===== src/rtl/lc3_ctrl_pkg.sv =====
// Shared definitions for the LC-3 pipeline controller: opcodes, state
// encodings and opcode class checks used by the controller and bypass unit.
package lc3_ctrl_pkg;

  localparam logic [3:0] OP_BR  = 4'b0000;
  localparam logic [3:0] OP_ADD = 4'b0001;
  localparam logic [3:0] OP_LD  = 4'b0010;
  localparam logic [3:0] OP_ST  = 4'b0011;
  localparam logic [3:0] OP_AND = 4'b0101;
  localparam logic [3:0] OP_LDR = 4'b0110;
  localparam logic [3:0] OP_STR = 4'b0111;
  localparam logic [3:0] OP_NOT = 4'b1001;
  localparam logic [3:0] OP_LDI = 4'b1010;
  localparam logic [3:0] OP_STI = 4'b1011;
  localparam logic [3:0] OP_JMP = 4'b1100;
  localparam logic [3:0] OP_LEA = 4'b1110;

  typedef enum logic [1:0] {
    MEM_RD   = 2'b00,
    MEM_IND  = 2'b01,
    MEM_WR   = 2'b10,
    MEM_IDLE = 2'b11
  } mem_state_t;

  typedef enum logic [1:0] {
    FILL,
    RUN,
    MEM
  } ctrl_state_t;

  function automatic logic is_alu(input logic [3:0] op);
    return (op == OP_ADD) || (op == OP_AND) || (op == OP_NOT) || (op == OP_LEA);
  endfunction

  function automatic logic is_load(input logic [3:0] op);
    return (op == OP_LD) || (op == OP_LDR) || (op == OP_LDI);
  endfunction

  function automatic logic is_store(input logic [3:0] op);
    return (op == OP_ST) || (op == OP_STR) || (op == OP_STI);
  endfunction

  function automatic logic is_ctrl(input logic [3:0] op);
    return (op == OP_BR) || (op == OP_JMP);
  endfunction

  // Instructions whose IR[8:6] names a register operand that can be forwarded.
  function automatic logic uses_sr1(input logic [3:0] op);
    return (op == OP_ADD) || (op == OP_AND) || (op == OP_NOT) ||
           (op == OP_LDR) || (op == OP_STR);
  endfunction

endpackage


===== src/rtl/lc3_bypass_unit.sv =====
// Combinational operand-forwarding decisions for the instruction in decode
// against the instruction in execute (ALU result or freshly loaded data).
module lc3_bypass_unit
  import lc3_ctrl_pkg::*;
(
  input  logic [15:0] ir,
  input  logic [15:0] ir_exec,
  input  logic        enable_decode,
  input  logic        mem_return,
  output logic        bypass_alu_1,
  output logic        bypass_alu_2,
  output logic        bypass_mem_1,
  output logic        bypass_mem_2
);

  logic [3:0] op_d;
  logic [3:0] op_x;
  logic [2:0] sr1;
  logic [2:0] sr2;
  logic [2:0] dr;
  logic       src1_ok;
  logic       src2_ok;
  logic       hit_1;
  logic       hit_2;
  logic       load_ret;
  logic       unused_bits;

  assign op_d = ir[15:12];
  assign op_x = ir_exec[15:12];
  assign sr1  = ir[8:6];
  assign sr2  = ir[2:0];
  assign dr   = ir_exec[11:9];

  assign src1_ok = enable_decode && uses_sr1(op_d);
  assign src2_ok = enable_decode && ((op_d == OP_ADD) || (op_d == OP_AND)) && !ir[5];

  assign hit_1 = src1_ok && (dr == sr1);
  assign hit_2 = src2_ok && (dr == sr2);

  // Loaded data only exists to forward in the cycle the access completes.
  assign load_ret = mem_return && is_load(op_x);

  assign bypass_mem_1 = hit_1 && load_ret;
  assign bypass_mem_2 = hit_2 && load_ret;
  assign bypass_alu_1 = hit_1 && is_alu(op_x) && !bypass_mem_1;
  assign bypass_alu_2 = hit_2 && is_alu(op_x) && !bypass_mem_2;

  assign unused_bits = ^{ir[11:9], ir[4:3], ir_exec[8:0]};

endmodule


===== src/rtl/lc3_pipe_controller.sv =====
// LC-3 pipeline sequencer: fill after reset, data-memory stalls, branch
// bubbles, branch-taken strobe and operand bypass selects.
module lc3_pipe_controller
  import lc3_ctrl_pkg::*;
#(
  parameter int BR_BUBBLES = 3
)
(
  input  logic        clock,
  input  logic        reset,
  input  logic        complete_instr,
  input  logic        complete_data,
  input  logic [15:0] IR,
  input  logic [15:0] IR_Exec,
  input  logic [15:0] IMem_dout,
  input  logic [2:0]  NZP,
  input  logic [2:0]  psr,
  output logic        enable_updatePC,
  output logic        enable_fetch,
  output logic        enable_decode,
  output logic        enable_execute,
  output logic        enable_writeback,
  output logic        br_taken,
  output logic        bypass_alu_1,
  output logic        bypass_alu_2,
  output logic        bypass_mem_1,
  output logic        bypass_mem_2,
  output logic [1:0]  mem_state
);

  localparam int CW = (BR_BUBBLES < 2) ? 1 : $clog2(BR_BUBBLES + 1);

  ctrl_state_t state;
  mem_state_t  mem_q;
  logic [1:0]  fill_cnt;
  logic [CW-1:0] bub_cnt;
  logic [CW-1:0] bub_run_next;
  logic        mem_is_load;
  logic        mem_return;
  logic [3:0]  op_d;
  logic [3:0]  op_x;
  logic        start_bubble;
  logic        take_mem;
  mem_state_t  mem_entry;
  logic        unused_inputs;

  assign op_d = IR[15:12];
  assign op_x = IR_Exec[15:12];
  assign mem_state = mem_q;
  assign unused_inputs = ^IMem_dout;

  assign start_bubble = is_ctrl(op_d) && enable_decode;

  // The instruction that just finished its access is still in execute on
  // the return cycle and must not start a second access.
  assign take_mem = (is_load(op_x) || is_store(op_x)) && enable_execute && !mem_return;

  always_comb begin
    bub_run_next = bub_cnt;
    if (start_bubble)
      bub_run_next = CW'(BR_BUBBLES);
    else if (bub_cnt != '0)
      bub_run_next = bub_cnt - CW'(1);
  end

  always_comb begin
    mem_entry = MEM_WR;
    if ((op_x == OP_LDI) || (op_x == OP_STI))
      mem_entry = MEM_IND;
    else if (is_load(op_x))
      mem_entry = MEM_RD;
  end

  assign br_taken = enable_execute &&
                    ((op_x == OP_JMP) || ((op_x == OP_BR) && ((NZP & psr) != 3'b000)));

  always_ff @(posedge clock or negedge reset) begin
    if (!reset) begin
      state            <= FILL;
      mem_q            <= MEM_IDLE;
      fill_cnt         <= 2'd0;
      bub_cnt          <= '0;
      mem_is_load      <= 1'b0;
      mem_return       <= 1'b0;
      enable_updatePC  <= 1'b0;
      enable_fetch     <= 1'b0;
      enable_decode    <= 1'b0;
      enable_execute   <= 1'b0;
      enable_writeback <= 1'b0;
    end else begin
      mem_return <= 1'b0;
      case (state)
        FILL: begin
          fill_cnt         <= fill_cnt + 2'd1;
          enable_updatePC  <= 1'b1;
          enable_fetch     <= 1'b1;
          enable_decode    <= (fill_cnt >= 2'd1);
          enable_execute   <= (fill_cnt >= 2'd2);
          enable_writeback <= (fill_cnt == 2'd3);
          if (fill_cnt == 2'd3)
            state <= RUN;
        end
        RUN: begin
          bub_cnt <= bub_run_next;
          if (take_mem) begin
            state            <= MEM;
            mem_q            <= mem_entry;
            mem_is_load      <= is_load(op_x);
            enable_updatePC  <= 1'b0;
            enable_fetch     <= 1'b0;
            enable_decode    <= 1'b0;
            enable_execute   <= 1'b0;
            enable_writeback <= 1'b0;
          end else begin
            enable_updatePC  <= (bub_run_next == '0) && complete_instr;
            enable_fetch     <= (bub_run_next == '0) && complete_instr;
            enable_decode    <= (bub_run_next == '0) && complete_instr;
            enable_execute   <= 1'b1;
            enable_writeback <= 1'b1;
          end
        end
        MEM: begin
          // Bubble counter is intentionally left untouched while stalled.
          if (complete_data) begin
            if (mem_q == MEM_IND) begin
              mem_q <= mem_is_load ? MEM_RD : MEM_WR;
            end else begin
              state            <= RUN;
              mem_q            <= MEM_IDLE;
              mem_return       <= 1'b1;
              enable_updatePC  <= (bub_cnt == '0);
              enable_fetch     <= (bub_cnt == '0);
              enable_decode    <= (bub_cnt == '0);
              enable_execute   <= 1'b1;
              enable_writeback <= mem_is_load;
            end
          end
        end
        default: state <= FILL;
      endcase
    end
  end

  lc3_bypass_unit u_bypass (
    .ir            (IR),
    .ir_exec       (IR_Exec),
    .enable_decode (enable_decode),
    .mem_return    (mem_return),
    .bypass_alu_1  (bypass_alu_1),
    .bypass_alu_2  (bypass_alu_2),
    .bypass_mem_1  (bypass_mem_1),
    .bypass_mem_2  (bypass_mem_2)
  );

endmodule


===== config.mk =====
export PLATFORM = sky130hd
export DESIGN_NAME = lc3_pipe_controller
export DESIGN_NICKNAME = d
export VERILOG_FILES = /design/src/rtl/lc3_ctrl_pkg.sv /design/src/rtl/lc3_bypass_unit.sv /design/src/rtl/lc3_pipe_controller.sv
export SDC_FILE = /design/constraint.sdc
export NUM_CORES = 1
export LEC_CHECK = 0
export ABC_AREA = 1
export BUFFER_PORTS_ARGS = -buffer_cell sky130_fd_sc_hd__buf_2
export CAP_MARGIN = 20
export CORE_ASPECT_RATIO = 0.7
export CORE_UTILIZATION = 38
export CTS_CLUSTER_DIAMETER = 60
export DETAILED_ROUTE_END_ITERATION = 8
export HOLD_SLACK_MARGIN = 0.02
export PLACE_DENSITY = 0.88
export SYNTH_ARGS = -nofsm -noshare
export SYNTH_HDL_FRONTEND = slang
export SYNTH_HIERARCHICAL = 1
export SYNTH_SLANG_ARGS = --single-unit

===== constraint.sdc =====
create_clock -name clock -period 1.3 [get_ports clock]
set_input_delay 0.065 -clock clock [delete_from_list [all_inputs] [get_ports clock]]
set_output_delay 0.065 -clock clock [all_outputs]
set_load 0.01 [all_outputs]

== Yosys cells after proc, flatten, opt, wreduce, memory -nomap -nowiden ==
Cells that the tools add are included.
Storage, ports and cells
  logic and storage cells: 121
  flip-flop bits (word level): 14
  memory bits (read-only): 0
  RAM bits: 0
  bits in latches: 0
  memories kept: 0
  input port bits: 58
Cells by class
  reduce and logical (&&, ||, !) cells: 50
  add/subtract/negate cells: 2
  shift-type cells: 0
  eq/ne operators: 27
  multiply operators: 0
  $lt $le $gt $ge: 2
  divide/modulo/power cells: 0
  bitwise operators: 1
  multiplexer cells: 29
Operators with widths (number)
  4-bit equality test (second input constant): 7
  4-bit by 3-bit equality test with 1-bit output (second input constant): 6
  2-bit 2-to-1 mux: 12
  1-bit logical AND: 18
  1-bit logical OR: 15
  1-bit case mux with 3 select lines: 4
  1-bit 2-to-1 mux: 11
  4-bit by 1-bit equality test with 1-bit output (second input constant): 2
  4-bit by 2-bit equality test with 1-bit output (second input constant): 2
  4-bit logical NOT: 2
  2-bit inequality test (second input constant): 4
  3-bit equality test: 2
  2-bit logical NOT: 3
  2-bit case mux with 3 select lines: 1
  3-bit AND reduction: 2
  3-bit nonzero test: 2
  2-bit by 1-bit equality test with 1-bit output (second input constant): 2
  2-bit equality test (second input constant): 2
  1-bit logical NOT: 4
  2-bit case mux with 2 select lines: 1
  4-bit AND reduction: 1
  2-bit nonzero test: 2
  3-bit bitwise AND: 1
  2-bit by 1-bit adder with 2-bit output (second input constant): 1
  other kinds (4): 4

== Logic depth before layout (Yosys ltp) ==
  word-level depth: 10
  gate-level depth with buffers: 9
  gate-level depth less buffers: 9

== Modules after synthesis ==
Netlist, hierarchy kept.
By module, submodules not included
  lc3_pipe_controller: instances 1, area each 905.9 µm², seq. area each 352.8 µm², cells each 117
  lc3_bypass_unit: instances 1, area each 201.4 µm², seq. area each 0.0 µm², cells each 51

== Worst setup path before layout ==
OpenSTA, ideal clock, no wires.
  kind: register -> register
  start point: reg state[0]
  end point: reg enable_execute
  clock period less this slack: 1.331 ns
  stages on the path, launching flop included: 9
  setup time: 0.124 ns
  arrival time: 1.206 ns
  path slack: -0.031 ns
  path buffers: 0
  cells stage by stage: dfrtp_1 > inv_1 > ha_1 > inv_2 > o21ai_2 > nor2_2 > inv_2 > nand2_1 > o21ai_1
On the way
  longest elaborated chain between the ends: 3
RTL lines
  start, declared: line lc3_pipe_controller.sv:33  | ctrl_state_t state;
  start signal, assigned: line lc3_pipe_controller.sv:79  | state <= FILL;
  start signal, assigned: line lc3_pipe_controller.sv:101  | state <= RUN;
  start signal, assigned: line lc3_pipe_controller.sv:106  | state <= MEM;
  2-bit equality test, or another cell as far along: line lc3_pipe_controller.sv:92  | case (state)
  2-bit inequality test (no line) / 3-bit nonzero test (equally long branches)
  3-bit AND reduction (no line)
  end signal, assigned: line lc3_pipe_controller.sv:98  | enable_execute <= (fill_cnt >= 2'd2);
  end, declared: line lc3_pipe_controller.sv:21  | output logic enable_execute,
Several ways; a longest one is shown, not always the timed one.
A chain may end at the register's enable or synchronous reset.

== Final worst setup path ==
  start point: reg state[0]
  end point: reg state[0]
On the way
  longest elaborated chain between the ends: 3
RTL lines (line)
  2-bit by 1-bit equality test with 1-bit output, or another cell as far along: lc3_pipe_controller.sv:92
  2-bit inequality test (no line)
  4-bit AND reduction (no line)
Several ways; a longest one is shown, not always the timed one.

==> impl_results.md <==
- Result of the run: finished clean
- Comb power frac: 0.621
- Clock insertion delay at the later pin of the skew report: around 0.24 ns
- Wire length of the first global-routing pass: around 4400 um
- Final worst path period share: 0.9986
- Drt total wl: ~2600 um
- Share of the core filled with cells in the final layout: 0.6091
- Total number of yosys warnings: 6
- Final count of pins violating max slew: 0
- Most common cell after layout, fill and taps aside: nand2_1
- Slowest stage cell on the critical path: dfrtp_2
- Inserted Clock Buffers: 3
- Maximum Capacitance Violations: 0
- Gr ovfl total: 0
- Overall via count from detail_route: ~1200
- Worst hold start: IR_Exec[12]
- Effective utilization at floorplan: 0.4245
- Number of H-tree branching levels: 1
- Number of iterations in the first detailed-routing pass: 4
- Antenna violations before repair: 0
- Die span in x: approximately 67 um
- Global-route total usage across every layer: 0.1860
- Layout Cells excl Fill: 257
- CP bufs+invs: 1
- CTS sink cnt: 14
- Signal arrival time at the worst endpoint: between 1 and 1.5 ns
- Total inserted antenna cells: 0
- Most used cells in the layout excluding fill and tap cells: nand2_1, buf_2, inv_1, nor2_1, buf_4
- Reg2reg start: state[0]
- Per-cell routed wire length: approximately 10 um
- Area enclosed by the die boundary: 0.003137 mm^2
- Average via count per standard cell: 4.572
- Number of flip-flops and latches in the synthesized netlist: 14
- GPL Wtd Cong: about 0.83
- Post-Route Setup TNS: 0 ns
- Total standard cell area after synthesis: roughly 0.0011 mm^2
- Power share of the clock group: 0.121
- Worst-path cell chain: inv_4, ha_4, nand2_2, o21ai_4, a21oi_2, nand2_2, nand2_1, o21ai_1
- Number of distinct library cells after synthesis: 25
- TritonCTS clock tree: built
- Crit path top cell by count: nand2_2
- Worst path setup slack after routing: approximately 0.0019 ns
- Switching Power: between 1 and 1.5 mW
- Critical Path Source: state[0]
- Post-synthesis sequential area ratio: 0.3186
- First-iteration detailed-routing DRC count: 25
- Share of final-layout standard cells stronger than drive strength 1: 0.3812
- Die Span Y: approximately 47 um
- Peak Freq: ~770 MHz
- Pin count of the biggest net entering global routing: 15
- CTS Root Buffer Type: clkbuf_8
- Std cell rows: 15
- Design internal power: 1.921 mW
- Placed Cells: between 200 and 250
- Net total in the final layout: 290
- Type of element launching the critical path: flip-flop
- Worst VDD drop: between 1 and 1.5 mV
- Class of the worst hold path: in2reg
- Switching share of power: 0.4316
- Clock slew at the register clock pins of the worst setup and hold paths: about 0.060 ns
- IO Pins: 70
- CP Capture Type: flip-flop
- Layout overhead on the synthesized area: 43.50%
- Pre-CTS setup slack: -0.05255 ns
- Cell family with the largest share of critical-path delay: flip-flops
- Post-Syn Area per Cell: 6.591 um^2
- Unrepaired setup endpoints after global routing: true
- Antenna viol nets, final: 0
- Required time worst endpoint: 1.42 ns
- Final critical-path required period: 1.298 ns
- Type of the worst setup path: reg2reg
- Nets in the synthesized netlist: approximately 230
- Clock Skew: 0.003538 ns
- Half-perimeter wire length after detailed placement: around 2100 um
- Leakage: just under 0.9 nW
- Maximum cell stage delay along the critical path: roughly 0.42 ns
- Worst slew pin tran: slightly above 0.3 ns
- Largest buffer count on any clock path: 2
- Count of filler cells inserted in the layout: approximately 250
- Power density of the placed cells: 2127 mW/mm^2
- Worst hold slack after final layout: between 0.05 and 0.06 ns
- Part of the total power dissipated in sequential elements: 0.257
- Buffers added on ports: 39
- Post-route DRC violation count: 0
- Number of global-route vias before repair: approximately 1100
- Synthesized instance count: 168
- Worst rel slew slack: 0.7966
- Final Hold Viols: 0
- Core Footprint: 0.002609 mm^2
- Final setup violation count: 0
- Largest fanout of any net on the critical path: 5
[through the flow]
step | power, mW | instance area [um^2]
floorplan | 1.952 | 1110
global placement | 2.422 | 1393
detailed placement | 2.474 | 1393
CTS | 3.049 | 1505
global route | 3.670 | 1589
finish | 3.380 | 1589
[routing by layer]
layer / global-route usage / share of wire
met1: 0.2217 / 0.48
met4: 0.01277 / 0.0030
met2: 0.3612 / 0.48
met3: 0.04612 / 0.040
met5: 0 / 0
[logic make-up after synthesis]
| family | count (synthesis) | share of synthesized area |
|---|---|---|
| buffers and inverters | 32 | 0.1119 |
| flip-flops | 14 | 0.3186 |
| adder cells (fa/ha/maj) | 8 | 0.09040 |
| AO/OA/AOI/OAI | 22 | 0.1277 |
| AND/OR/NAND/NOR | 91 | 0.3435 |
| XOR/XNOR | 1 | 0.007911 |
[synthesized netlist by cell type]
master    number  area, um^2
a21oi_1        4       20.02
a21oi_2        1       8.760
a31oi_1        2       12.51
buf_4          1       7.510
dfrtp_1       12       300.3
dfstp_2        2       52.55
ha_1           8       100.1
inv_1         28       105.1
inv_2          3       11.26
nand2_1       55       206.5
nand2_2        2       12.51
nand3_1        8       40.04
nand3b_1       2       15.01
nor2_1        18       67.56
nor2_2         2       12.51
nor2_4         1       11.26
nor3_1         3       15.01
o211ai_1       2       15.01
o21a_1         1       7.510
o21ai_0        6       30.03
o21ai_1        3       15.01
o21ai_2        1       8.760
o21ai_4        1       16.27
o21bai_1       1       7.510
xor2_1         1       8.760
[repair_timing]
item,4_1_cts,5_1_grt
setup buffers,1,4
gates resized for setup,8,19
endpoints found under the setup margin,9,13
pin swaps,0,19
hold buffers,1,0
endpoints found under the hold margin,14,0
[worst reg2reg max path: cells and delay by family (launching register included)]
family	cells	cell delay, ns
flip-flops	1	0.42
adder cells (fa/ha/maj)	1	0.19
AO/OA/AOI/OAI	3	0.26
AND/OR/NAND/NOR	3	0.27
buffers and inverters	1	0.06
[power groups by stage]
stage	registers (mW)	logic, mW	clock network, mW
floorplan	0.869	1.08	0
global placement	0.838	1.58	0
detailed placement	0.847	1.63	0
CTS	0.845	1.78	0.424
global route	0.896	2.33	0.446
finish	0.870	2.10	0.411
[state kept, by name (all words and copies together), names as in the netlist]
register,flops
enable_execute,1
enable_decode,1
mem_is_load,1
enable_writeback,1
fill_cnt,2
bub_cnt,2
state,2
mem_return,1
mem_state,2
enable_fetch,1
[final cells by class]
type	count	area, um^2	area share
multi-input combinational	122	710.7	0.4472
inverter	31	126.4	0.07953
timing repair buffer	52	299.0	0.1882
clock buffer	4	55.05	0.03465
tap	34	42.54	0.02677
sequential	14	355.3	0.2236
[worst paths after layout]
kind / to / slack, ns / cells after the start
worst min register to register: enable_writeback / 0.48 / 2
min in group asynchronous: mem_return / 0.24 / 2
worst max register to register: state[0] / 0.002 / 8
worst max-delay path: state[0] / 0.002 / 8
max in group asynchronous: mem_state[1] / 0.78 / 2
worst min-delay path: mem_is_load / 0.05 / 2
Note: power is estimated with default switching activity, not from simulation.
